**src/rtl/ifetch_queue.sv**
```systemverilog
// ifetch_queue: instruction fetch front end with PC, 1-cycle ROM interface and
// a small return FIFO presented to decode with valid/ready.
// Optional feature macro: IFQ_HALT_EN (stop fetching after HALT_PC, report halted).
module ifetch_queue #(
    parameter int unsigned DEPTH    = 4,
    parameter logic [31:0] RESET_PC = 32'h0040_0000,
    parameter int unsigned ADDR_W   = 6,
    parameter logic [31:0] HALT_PC  = 32'h0040_000c
) (
    input  logic                     clk,
    input  logic                     rst,
    output logic                     rom_en,
    output logic [ADDR_W-1:0]        rom_addr,
    input  logic [31:0]              rom_data,
    input  logic                     redirect_valid,
    input  logic [31:0]              redirect_pc,
    output logic                     ins_valid,
    output logic [31:0]              ins,
    output logic [31:0]              ins_pc,
    input  logic                     ins_ready,
    output logic [$clog2(DEPTH):0]   count,
    output logic                     halted
);

    localparam int unsigned PTR_W = $clog2(DEPTH);
    localparam int unsigned CNT_W = PTR_W + 1;
    localparam int unsigned OCC_W = CNT_W + 1;

    // Elaboration-time parameter sanity checks
    if (DEPTH < 2 || (DEPTH & (DEPTH - 1)) != 0) begin : g_bad_depth
        $error("ifetch_queue: DEPTH must be a power of two >= 2");
    end
    if (HALT_PC[1:0] != 2'b00) begin : g_bad_halt_pc
        $error("ifetch_queue: HALT_PC must be word aligned");
    end

    logic [31:0]      r_fetch_pc;
    logic [31:0]      r_req_pc;
    logic             r_inflight;
    logic [PTR_W-1:0] r_wr_ptr;
    logic [PTR_W-1:0] r_rd_ptr;
    logic [CNT_W-1:0] r_count;
    logic [31:0]      r_mem_ins [DEPTH];
    logic [31:0]      r_mem_pc  [DEPTH];

    logic             w_stop;
    logic             w_room;
    logic             w_issue;
    logic             w_push;
    logic             w_pop;
    logic [OCC_W-1:0] w_occ;

    // Capacity: queued words plus the one in flight must leave a free slot
    assign w_occ   = OCC_W'(r_count) + OCC_W'(r_inflight);
    assign w_room  = w_occ < OCC_W'(DEPTH);
    assign w_issue = !rst && !redirect_valid && w_room && !w_stop;
    assign w_push  = r_inflight;
    assign w_pop   = (r_count != '0) && ins_ready;

    assign rom_en    = w_issue;
    assign rom_addr  = r_fetch_pc[ADDR_W+1:2];
    assign ins_valid = (r_count != '0);
    assign ins       = ins_valid ? r_mem_ins[r_rd_ptr] : 32'h0;
    assign ins_pc    = ins_valid ? r_mem_pc[r_rd_ptr]  : 32'h0;
    assign count     = r_count;

    // Fetch PC, in-flight tracking, FIFO pointers and occupancy
    always_ff @(posedge clk) begin
        if (rst) begin
            r_fetch_pc <= RESET_PC;
            r_req_pc   <= 32'h0;
            r_inflight <= 1'b0;
            r_wr_ptr   <= '0;
            r_rd_ptr   <= '0;
            r_count    <= '0;
        end else if (redirect_valid) begin
            r_fetch_pc <= redirect_pc & ~32'h3;
            r_inflight <= 1'b0;
            r_wr_ptr   <= '0;
            r_rd_ptr   <= '0;
            r_count    <= '0;
        end else begin
            if (w_issue) begin
                r_req_pc   <= r_fetch_pc;
                r_fetch_pc <= r_fetch_pc + 32'd4;
            end
            r_inflight <= w_issue;
            if (w_push) begin
                r_wr_ptr <= r_wr_ptr + PTR_W'(1);
            end
            if (w_pop) begin
                r_rd_ptr <= r_rd_ptr + PTR_W'(1);
            end
            case ({w_push, w_pop})
                2'b10:   r_count <= r_count + CNT_W'(1);
                2'b01:   r_count <= r_count - CNT_W'(1);
                default: r_count <= r_count;
            endcase
        end
    end

    // FIFO storage: capture the returning ROM word with its fetch address
    always_ff @(posedge clk) begin
        if (w_push && !rst && !redirect_valid) begin
            r_mem_ins[r_wr_ptr] <= rom_data;
            r_mem_pc[r_wr_ptr]  <= r_req_pc;
        end
    end

`ifdef IFQ_HALT_EN
    logic r_stop;

    // Latch stop once the HALT_PC word has been issued; redirect restarts fetch
    always_ff @(posedge clk) begin
        if (rst || redirect_valid) begin
            r_stop <= 1'b0;
        end else if (w_issue && (r_fetch_pc == HALT_PC)) begin
            r_stop <= 1'b1;
        end
    end

    assign w_stop = r_stop;
    assign halted = r_stop && (r_count == '0) && !r_inflight;
`else
    assign w_stop = 1'b0;
    assign halted = 1'b0;
`endif

endmodule

```
**config.mk**
```make
export PLATFORM = sky130hd
export DESIGN_NAME = ifetch_queue
export DESIGN_NICKNAME = d
export VERILOG_FILES = /design/src/rtl/ifetch_queue.sv
export SDC_FILE = /design/constraint.sdc
export NUM_CORES = 1
export LEC_CHECK = 0
export CELL_PAD_IN_SITES_DETAIL_PLACEMENT = 2
export CELL_PAD_IN_SITES_GLOBAL_PLACEMENT = 2
export CORE_MARGIN = 1.5
export CORE_UTILIZATION = 41
export CTS_BUF_LIST = sky130_fd_sc_hd__clkbuf_16
export DETAILED_ROUTE_END_ITERATION = 6
export PLACE_DENSITY = 0.84
export SLEW_MARGIN = 20
export SYNTH_ARGS = -nofsm -noshare
export SYNTH_HDL_FRONTEND = slang
export SYNTH_SLANG_ARGS = --single-unit
```
**constraint.sdc**
```tcl
create_clock -name clk -period 3.4 [get_ports clk]
set_input_delay 0.51 -clock clk [delete_from_list [all_inputs] [get_ports clk]]
set_output_delay 0.51 -clock clk [all_outputs]
set_load 0.01 [all_outputs]
```
* Word-level counts from Yosys, hierarchy flattened *
Memory sizes are Yosys's and may differ from the RTL's. A register that Yosys moved wholly into a read port is not among the register bits.
Cells that the tools add are included.
Widths: inputs -> output; s select.

storage, ports and cells
  register bits after elaboration = 72
  bits in writable memories = 256
  bits of input ports = 68
  output and inout bits = 76
  memories = 2

operators by class
  add/subtract/negate cells = 6
  $lt $le $gt $ge = 1
  equal/unequal tests = 2
  muxes and demuxes = 11
  bitwise operators = 1
  reduce and logical (&&, ||, !) cells = 12

memory list
  name       words  bits a word  rd ports  clocked after Yosys merged registers in  write ports  RTL line  RTL
  r_mem_ins  4      32           1         1                                        1            43        logic [31:0] r_mem_ins [DEPTH];
  r_mem_pc   4      32           1         1                                        1            44        logic [31:0] r_mem_pc [DEPTH];

operators with widths
  cell                   number
  $mux 32                4
  $add 32x3->32 const B  1
  $mux 2                 4
  $pmux 3 s2             1
  $logic_and 1x1->1      5
  $add 2x1->2 const B    2
  $add 3x1->4            1
  $lt 4x3->1 const B     1
  $reduce_bool 2->1      2
  $add 3x1->3 const B    1
  $reduce_bool 3->1      1
  $sub 3x1->3 const B    1
  $eq 2x1->1 const B     1
  $eq 2x2->1 const B     1
  $logic_not 1->1        2
  $mux 1                 2
  $reduce_and 2->1       1
  $reduce_or 2->1        1
  $not 1->1              1

* Depth between registers and ports, before layout *
Gate-level depths: netlist of run 1.

  depth in word-level cells = 5
  mapped depth = 9
  mapped depth without buffers = 8

* Worst setup path after synthesis of run 1 *
OpenSTA, ideal clock, no wires.

  kind = input to register
  start point = in redirect_valid
  end point = mem r_mem_ins[0][0], enable pin
  library setup time = 427 ps
  data arrival time = 2410 ps
  required time = 2973 ps
  path slack = 563 ps
  stages on the path = 3
  buffers on the path = 1
  cell sequence = clkbuf_1 > nor2_1 > and3_1

between the ends
  word-level cells in the longest chain between the ends = 4

RTL lines
  element                       RTL line  RTL
  start: declaration            15        input logic redirect_valid,
  $logic_not 1->1               104       if (w_push && !rst && !redirect_valid) begin
  $logic_and 1x1->1             104
  $mux 1                        104
  $mux 1 (not written as such)  105       r_mem_ins[r_wr_ptr] <= rom_data;
  end: declaration              43

No other way between the ends.

==> run_results.csv, run 1 <==
group,metric,value,unit
outcome,status,"complete, no violations",
cts,cts-hold-fix-buffers,0,
critical_path,cp.required,2.89,ns
floorplanning,fp.dieH,179,µm
critical_path,cp_cell_sequence,"buf_4, mux4_2, and2_1, clkdlybuf4s50_1",
drt,met2_length,18.1,mm
global_route,grt_pass1_wl,52.0,mm
drt,drc,0,
logic_synthesis,ys.warnings.count,0,
drt,drt-initial-drc-count,408,
timing,hold_slack,0.466,ns
logic_synthesis,synth_top_area_cell,"edfxtp_1",
critical_path,cpPeakStageDelay,0.59,ns
cts,post_cts_buffers,0,
critical_path,critPathBufInv,2,
cts,ctsResizeCount,0,
critical_path,r2r-end,"r_fetch_pc[18]",
drt,wl_met1,14.8,mm
critical_path,path_class,"register to primary output",
drt,wire_per_inst,25.6,µm
drt,vias,7388,
critical_path,critPathCapture,"ins_pc[22]",
timing,drv_slew,0,
logic_synthesis,synth_ff_type,"edfxtp_1",
power_and_ir_drop,powerDensity,550,mW/mm²
logic_synthesis,synth_top_area_share,58.9,%
worst_hold_path,hp-start,"r_fetch_pc[30]",
timing,period_minus_slack,3.18,ns
drt,wl_met3,1.69,mm
timing,fin_crit_sh,93.5,%
floorplanning,dieArea,0.0319,mm²
logic_synthesis,syn_inst,806,
critical_path,critPathMaxFanout,15,
cts,numCtsBuffers,35,
cts,clockBufferDepth,3,
cts,cts_htree_levels,2,
drt,totalWireLength,35.0,mm
logic_synthesis,synth-edff-count,248,
critical_path,rr_startpoint,"r_fetch_pc[3]",
logic_synthesis,syn_area,0.0126,mm²
worst_hold_path,hp-class,"register to register",
placed_design,dpl.hpwl,20.3,mm
critical_path,critPathLaunchType,"register",
floorplanning,die_w,179,µm
cells_and_area,antenna_cells,0,
floorplanning,core_area,0.0305,mm²
timing,worstMarginPinSlew,0.777,ns
power_and_ir_drop,leakage,5.15,nW
timing,setup_violations,0,
logic_synthesis,synth_cell_types,47,
global_route,grt.overflow.total,0,
global_route,track_usage,22.4,%
placed_design,port_buffers,138,
run,maxCapViolations,0,
cells_and_area,nFillCells,2824,
floorplanning,start_util,41.4,%
logic_synthesis,ys_seq_elements,318,
logic_synthesis,synthArstFlopShare,0,%
drt,antenna_left,0,
floorplanning,row_count,64,
critical_path,cp_top_family,"buffers and inverters",
global_route,grt_max_degree,64,
critical_path,critPathSlowestCell,"dfxtp_4",
timing,finClkSkew,0.0132,ns
cts,clk_pin_slew,0.06,ns
global_route,grt_antenna_before_repair,0,
logic_synthesis,yosysSeqAreaShare,70.0,%
timing,max_freq,315,MHz
timing,setup_tns,0,ns
cts,root_buffer,"clkbuf_16",
timing,rsz0062_at_grt,"no",
global_route,first_global_vias,8191,
cells_and_area,area_growth,24.0,%
cts,cts.sinks,318,
cells_and_area,layout.nets,1022,
critical_path,path_depth,4,
drt,vias_per_cell,5.40,
power_and_ir_drop,vdd_drop_max,0.278,mV
logic_synthesis,yosys-top-cells-area,"edfxtp_1, dfxtp_1, mux4_2, and2_1, nand2_1",
floorplanning,ios,144,
placed_design,gp_congestion,0.746,
logic_synthesis,syn_avg_cell_area,15.7,µm²
cts,clock_latency,0.52,ns
timing,slew_headroom,48.1,%
critical_path,cp.arrival,2.67,ns
drt,dr.max_layer_used,"met4",
critical_path,cp-end-kind,"primary output",
critical_path,worst-r2r-cell-count,6,
drt,dr.pass1.iters,4,
cts,cts_tree,"done",
timing,hold_viol,0,
cells_and_area,drive_gt1_share,15.7,%
critical_path,r2r_slack,1.09,ns
kinds of logic after synthesis:
| logic type | share of synthesized area, % |
|---|---|
| AND/OR/NAND/NOR | 9.83 |
| flip-flops | 70.0 |
| AO/OA/AOI/OAI | 3.77 |
| other | 0.0297 |
| multiplexers | 11.9 |
| XOR/XNOR | 1.39 |
| adder cells (fa/ha/maj) | 0.752 |
| buffers and inverters | 2.37 |
worst reg2reg max path, cell delays in order, from the launching register on:
cell and delay, ns:
dfxtp_1 0.47, ha_1 0.25, nand3_1 0.19, nor4_1 0.72
nand4_1 0.18, mux2_2 0.30, a21oi_1 0.13
Yosys cell counts, drive strengths merged, types with 2 or more instances:
| cell type | n |
|---|---|
| xnor2 | 11 |
| a21boi | 2 |
| buf | 23 |
| a31oi | 6 |
| o22ai | 5 |
| mux2 | 5 |
| and2 | 65 |
| nor4 | 6 |
| o211ai | 2 |
| nor2 | 28 |
| mux4 | 62 |
| xor2 | 9 |
| or3 | 5 |
| dfxtp | 70 |
| or4 | 3 |
| a211oi | 7 |
| nor3 | 6 |
| nand4 | 17 |
| nand2 | 92 |
| inv | 15 |
| mux2i | 5 |
| a311oi | 2 |
| nand3 | 10 |
| ha | 6 |
| edfxtp | 248 |
| clkbuf | 30 |
| a21oi | 46 |
| o21ai | 4 |
| and3 | 8 |
flip-flops by register name, indices dropped and copies added (netlist names), named ones only:
register,count
count,3
r_fetch_pc,30
r_inflight,1
r_mem_ins,128
r_mem_pc,120
r_rd_ptr,2
r_req_pc,30
r_wr_ptr,2
placed cells by master, fill, tap and decap left out, types with 11 or more instances in the layout:
cell type | synthesis | layout
mux4_2 | 62 | 62
clkbuf_16 | 0 | 38
clkdlybuf4s50_1 | 0 | 137
edfxtp_1 | 248 | 248
dfxtp_1 | 70 | 68
a21oi_1 | 46 | 46
and2_1 | 65 | 65
xnor2_1 | 11 | 11
inv_1 | 15 | 19
nor2_1 | 27 | 27
nand2_1 | 92 | 92
nand4_1 | 15 | 15
where the power goes:
| group | switching, mW | internal, mW |
|---|---|---|
| combinational | 0.203 | 0.200 |
| sequential | 0.0651 | 4.22 |
| clock | 1.61 | 2.32 |
| total | 1.88 | 6.74 |
per-layer routing:
layer	track usage (%)	vias to the layer above
li1	-	3312
met1	28.7	3848
met2	39.3	195
met3	4.33	33
met4	4.83	0
met5	0	-
how the worst min path moves through the flow:
| stage | to | slack [ns] | cells past startpoint |
|---|---|---|---|
| 6_report | r_req_pc[30] | 0.47 | 2 |
| 5_1_grt | r_req_pc[30] | 0.49 | 2 |
| 4_1_cts | r_req_pc[30] | 0.46 | 2 |
| 3_5_place_dp | r_req_pc[30] | 0.46 | 2 |
| 3_3_place_gp | r_req_pc[29] | 0.46 | 2 |
| 2_1_floorplan | r_req_pc[29] | 0.43 | 2 |
final cells by class:
cell class                      instances  area [µm²]  share of cell area (%)
Clock inverter                         25         218                    1.39
Multi-Input combinational cell        422        3510                    22.4
Timing Repair Buffer                  155        1590                    10.2
Tap cell                              396         495                    3.16
Clock buffer                           38         951                    6.07
Inverter                               15        56.3                   0.359
Sequential cell                       318        8850                    56.5
metrics by stage:
| step | worst slack, ns | power [mW] | instances | util (%) | area, µm² |
|---|---|---|---|---|---|
| after global routing | 0.0882 | 8.87 | 1369 | 51.4 | 15700 |
| after floorplan | 0.563 | 4.54 | 808 | - | 12700 |
| after CTS | 0.152 | 8.72 | 1369 | 51.4 | 15700 |
| final | 0.222 | 8.62 | 1369 | 51.4 | 15700 |
| after global placement | 0.630 | 4.74 | 1306 | 47.5 | 14500 |
| after detailed placement | 0.589 | 4.77 | 1306 | 47.5 | 14500 |
No activity file was read; power rests on OpenSTA's default activity.
==> run 2, diff against run 1 <==
CORE_UTILIZATION = 37   (was 41)
PLACE_DENSITY = 0.8   (was 0.84)
clock period = 2.7 ns   (was 3.4 ns; I/O delays follow)
==> run 2 against run 1 <==
Against the previous run: the run now ends with negative setup slack left; register-to-register slack lost 0.58 ns; cell count up 5.9%; non-clock buffer count grew 29; clock skew rose by 0.0086 ns; combinational power is 30% higher; sequential cell count unchanged; setup slack got worse by 0.25 ns; design area is 2.7% higher; global-route usage is 3.2 points lower; sequential power rose by 26%.
==> run_results.csv, run 2 (synthesized netlist as in run 1, its figures left out) <==
group,metric,value,unit
global_route,grt.overflow.total,0,
critical_path,rr_startpoint,"count[1]",
floorplanning,die_w,188,µm
cts,root_buffer,"clkbuf_16",
critical_path,r2r_slack,0.51,ns
cts,cts_tree,"done",
cts,cts-hold-fix-buffers,0,
power_and_ir_drop,leakage,5.85,nW
drt,wire_per_inst,23.6,µm
global_route,grt_pass1_wl,51.3,mm
timing,hold_slack,0.456,ns
drt,totalWireLength,34.2,mm
cts,cts_htree_levels,2,
critical_path,critPathLaunchType,"register",
outcome,failed_checks,"negative setup slack",
cells_and_area,area_growth,27.3,%
drt,dr.max_layer_used,"met4",
placed_design,port_buffers,138,
timing,max_freq,367,MHz
outcome,status,"complete, but fails checks",
cells_and_area,layout.nets,1052,
cts,clk_pin_slew,0.06,ns
timing,slew_headroom,54.8,%
global_route,track_usage,19.1,%
cells_and_area,final_common_cell,"edfxtp_1",
floorplanning,fp.dieH,188,µm
drt,vias,7480,
drt,antenna_left,0,
cells_and_area,top_regs,"r_mem_ins (128), r_mem_pc (120)",
run,maxCapViolations,0,
timing,setup_slack,-0.0238,ns
power_and_ir_drop,powerDensity,655,mW/mm²
cts,cts.sinks,318,
placed_design,dp.cells,1371,
drt,met2_length,17.4,mm
critical_path,critPathCapture,"ins[31]",
cells_and_area,largest_register_ff_count,128,
timing,setup_violations,5,
timing,period_minus_slack,2.72,ns
placed_design,dpl_worst_slack,0.308,ns
global_route,first_global_vias,8388,
timing,rsz0062_at_grt,"yes",
cts,numCtsBuffers,36,
drt,vias_per_cell,5.16,
drt,wl_met3,1.40,mm
cells_and_area,nFillCells,3173,
drt,dr.pass1.iters,4,
cts,clock_latency,0.52,ns
drt,wl_met1,14.9,mm
timing,finClkSkew,0.0218,ns
cells_and_area,drive_gt1_share,18.9,%
timing,worstMarginPinSlew,0.678,ns
floorplanning,dieArea,0.0353,mm²
cells_and_area,layout.cells.non_filler,1450,
worst_hold_path,hp-class,"primary input to register",
critical_path,path_class,"register to primary output",
timing,fin_crit_sh,101,%
timing,hold_viol,0,
floorplanning,ios,144,
placed_design,gp_congestion,0.729,
drt,drc,0,
critical_path,critPathMaxFanout,13,
critical_path,cp-end-kind,"primary output",
timing,drv_slew,0,
global_route,grt_antenna_before_repair,0,
cells_and_area,layout_common_cells,"edfxtp_1, nand2_1, clkdlybuf4s50_1",
cts,clockBufferDepth,3,
floorplanning,start_util,37.6,%
critical_path,cp.arrival,2.32,ns
placed_design,dpl.hpwl,20.9,mm
power_and_ir_drop,vdd_drop_max,0.367,mV
cells_and_area,antenna_cells,0,
cells_and_area,fin_util,47.9,%
critical_path,worst-r2r-cell-count,8,
floorplanning,row_count,67,
critical_path,cp.required,2.30,ns
cells_and_area,largest_register,"r_mem_ins",
global_route,grt_max_degree,63,
critical_path,r2r-end,"count[2]",
floorplanning,core_area,0.0336,mm²
drt,drt-initial-drc-count,340,
run 2: repair_timing:
action,4_1_cts,5_1_grt
cloned,1,3
buffers inserted,0,12
gates resized for setup,41,50
endpoints found under the setup margin,62,30
run 2: how the worst min path moves through the flow:
stage / start / endpoint / depth (start not counted)
4_1_cts: redirect_pc[4] / r_fetch_pc[4] / 3
2_1_floorplan: r_fetch_pc[29] / r_req_pc[29] / 2
3_5_place_dp: r_fetch_pc[29] / r_req_pc[29] / 2
3_3_place_gp: r_fetch_pc[29] / r_req_pc[29] / 2
5_1_grt: redirect_pc[4] / r_fetch_pc[4] / 3
6_report: redirect_pc[4] / r_fetch_pc[4] / 3
run 2: per-layer routing:
layer / GRT usage, % / vias to the layer above
li1: - / 3383
met3: 3.26 / 46
met2: 32.9 / 175
met1: 25.4 / 3876
met5: 0 / -
met4: 4.43 / 0
run 2: where the power goes:
part	internal, mW	total [mW]	switching (mW)	leakage, nW
combinational	0.259	0.523	0.264	2.36
clock	2.67	4.61	1.94	0.587
sequential	5.32	5.40	0.0812	2.90
run 2: worst max-delay path, stage by stage, from the launching register on:
cell and delay, ns:
dfxtp_4 0.44, buf_4 0.16, buf_16 0.16, mux4_2 0.54
and2_1 0.20, dlygate4sd2_1 0.28
run 2: stage by stage:
step / TNS [ns] / total power, mW / area (µm²)
2_1_floorplan: 0 / 5.71 / 12700
3_3_place_gp: 0 / 5.98 / 14800
3_5_place_dp: 0 / 6.01 / 14800
4_1_cts: -3.18 / 10.6 / 15900
5_1_grt: -1.40 / 10.9 / 16100
6_report: -0.0492 / 10.5 / 16100
run 2: area by class of cell:
cell class	instances	area [µm²]	share of cell area, %
clock inverter	26	170	1.06
tap	448	561	3.48
clock buffer	37	926	5.75
sequential	318	8860	55.0
inverter	15	56.3	0.350
multi-input combinational	422	3510	21.8
timing repair buffer	184	2010	12.5
==> run 3, diff against run 2 <==
ABC_CLOCK_PERIOD_IN_PS = 2700   (was default)
PLACE_DENSITY = default   (was 0.8)
PLACE_DENSITY_LB_ADDON = 0.1   (was default)
SETUP_SLACK_MARGIN = 0.02   (was default)
==> run 3 against run 2 <==
Against the previous run: sequential share of layout area grew 0.13 points; combinational power grew 2%; worst hold slack gained 0.015 ns; clock power shrank 2%; sequential cell count is the same; count of clock-buffer cells in the layout shrank 1; design area shrank 0.28%; critical path type unchanged; power shrank 1.1%; the run now ends clean; register-to-register slack lost 0.16 ns.
==> run_results.csv, run 3 (synthesized netlist as in run 1, its figures left out) <==
group,metric,value,unit
critical_path,critPathBufInv,4,
floorplanning,row_count,67,
floorplanning,start_util,37.6,%
placed_design,placed_area,0.0147,mm²
timing,max_freq,382,MHz
global_route,track_usage,19.8,%
cts,numCtsBuffers,35,
cells_and_area,layout.cells.non_filler,1449,
power_and_ir_drop,powerDensity,649,mW/mm²
power_and_ir_drop,vdd_drop_max,0.361,mV
cells_and_area,final_common_cell,"edfxtp_1",
drt,totalWireLength,34.3,mm
placed_design,port_buffers,138,
cts,clk_pin_slew,0.06,ns
critical_path,cp_cell_sequence,"buf_12, buf_16, buf_4, mux4_2, and2_1, dlygate4sd2_1",
timing,finClkSkew,0.0131,ns
run,maxCapViolations,0,
placed_design,gp_congestion,0.787,
critical_path,critPathSlowestCell,"mux4_2",
drt,wire_per_inst,23.7,µm
power_and_ir_drop,p_total,10.4,mW
cells_and_area,drive_gt1_share,18.7,%
worst_hold_path,hp-class,"primary input to register",
floorplanning,dieArea,0.0353,mm²
global_route,first_global_vias,8540,
drt,drc,0,
critical_path,cp.required,2.30,ns
critical_path,cpPeakStageDelay,0.47,ns
timing,fin_crit_sh,97.0,%
critical_path,critPathLaunchType,"register",
critical_path,cp.arrival,2.21,ns
global_route,grt_pass1_wl,52.8,mm
power_and_ir_drop,leakage,5.55,nW
timing,period_minus_slack,2.62,ns
critical_path,critPathMaxFanout,8,
drt,antenna_left,0,
timing,rsz0062_at_grt,"no",
outcome,status,"complete, no violations",
placed_design,dp.cells,1369,
critical_path,cp_top_family,"buffers and inverters",
cts,clockBufferDepth,3,
floorplanning,die_w,188,µm
floorplanning,fp.dieH,188,µm
cts,cts.sinks,318,
cells_and_area,top_regs,"r_mem_ins (128), r_mem_pc (120)",
cells_and_area,largest_register_ff_count,128,
cts,cts-hold-fix-buffers,0,
timing,slew_headroom,52.3,%
timing,drv_slew,0,
placed_design,dpl.hpwl,20.7,mm
worst_hold_path,hp-start,"redirect_pc[18]",
cts,root_buffer,"clkbuf_16",
global_route,grt_antenna_before_repair,0,
floorplanning,ios,144,
cells_and_area,antenna_cells,0,
global_route,grt.overflow.total,0,
floorplanning,core_area,0.0336,mm²
cells_and_area,largest_register,"r_mem_ins",
timing,worstMarginPinSlew,0.708,ns
global_route,grt_max_degree,62,
critical_path,rr_startpoint,"count[0]",
cells_and_area,layout_common_cells,"edfxtp_1, nand2_1, clkdlybuf4s50_1",
cells_and_area,layout.nets,1049,
cts,cts_tree,"done",
cells_and_area,area_growth,27.0,%
timing,hold_viol,0,
cts,clock_latency,0.52,ns
drt,vias_per_cell,5.16,
timing,setup_violations,0,
cells_and_area,fin_area,0.0161,mm²
placed_design,dpl_worst_slack,0.177,ns
drt,drt-initial-drc-count,414,
cts,cts_htree_levels,2,
timing,setup_slack,0.0817,ns
drt,vias,7480,
critical_path,path_class,"register to primary output",
critical_path,cp-end-kind,"primary output",
drt,dr.pass1.iters,4,
==> run 3: cell count changes in the layout (fill, tap and decap cells not counted), sizes merged, moves of 6 or more <==
cell / previous run / this run
clkbuf: 47 / 37
clkdlybuf4s15: 9 / 24
buf: 44 / 50
dlygate4sd2: 19 / 32
dlymetal6s2s: 21 / 0
clkdlybuf4s50: 81 / 75
==> run 3: routing by layer <==
metal	vias to the layer above	global-route usage, %	routed length [µm]
li1	3374	-	-
met1	3886	25.9	14700
met2	168	34.3	17500
met3	52	3.59	1520
met4	0	5.11	653
met5	-	0	0
==> run 3: tightest hold or removal path, cell delays in order <==
cell	delay, ns
clkdlybuf4s50_1	0.40
nand2_1	0.07
a21oi_1	0.06
==> run 3: worst paths after layout <==
kind / cells past startpoint / to / slack, ns
max: 6 / ins_pc[12] / 0.08
min: 3 / r_fetch_pc[18] / 0.47
max reg2reg: 8 / count[2] / 0.35
min reg2reg: 2 / r_req_pc[29] / 0.49
==> run 3: area by class of cell <==
class	count	area (µm²)
multi-input cells	422	3540
repair buffers	182	1960
clock buffers	36	901
inverters	15	56.3
fillers	3151	17600
clock inverters	28	178
well taps	448	561
flip-flops and latches	318	8860
==> run 3: timing repair <==
action / CTS / global route
setup endpoints to repair: 63 / 11
gates resized for setup: 100 / 27
cloned: 5 / 0
buffers inserted: 7 / 4
==> run 3: power by group <==
part	internal (mW)	switching [mW]	total [mW]
Clock	2.61	1.89	4.50
Sequential	5.32	0.0733	5.39
Combinational	0.259	0.272	0.531
==> run 3: through the flow <==
stage	utilization [%]	hold slack [ns]	TNS, ns
5_1_grt	47.8	0.471	0
3_3_place_gp	43.7	0.463	0
2_1_floorplan	-	0.432	0
6_report	47.8	0.471	0
4_1_cts	47.6	0.458	-0.0988
3_5_place_dp	43.7	0.480	0
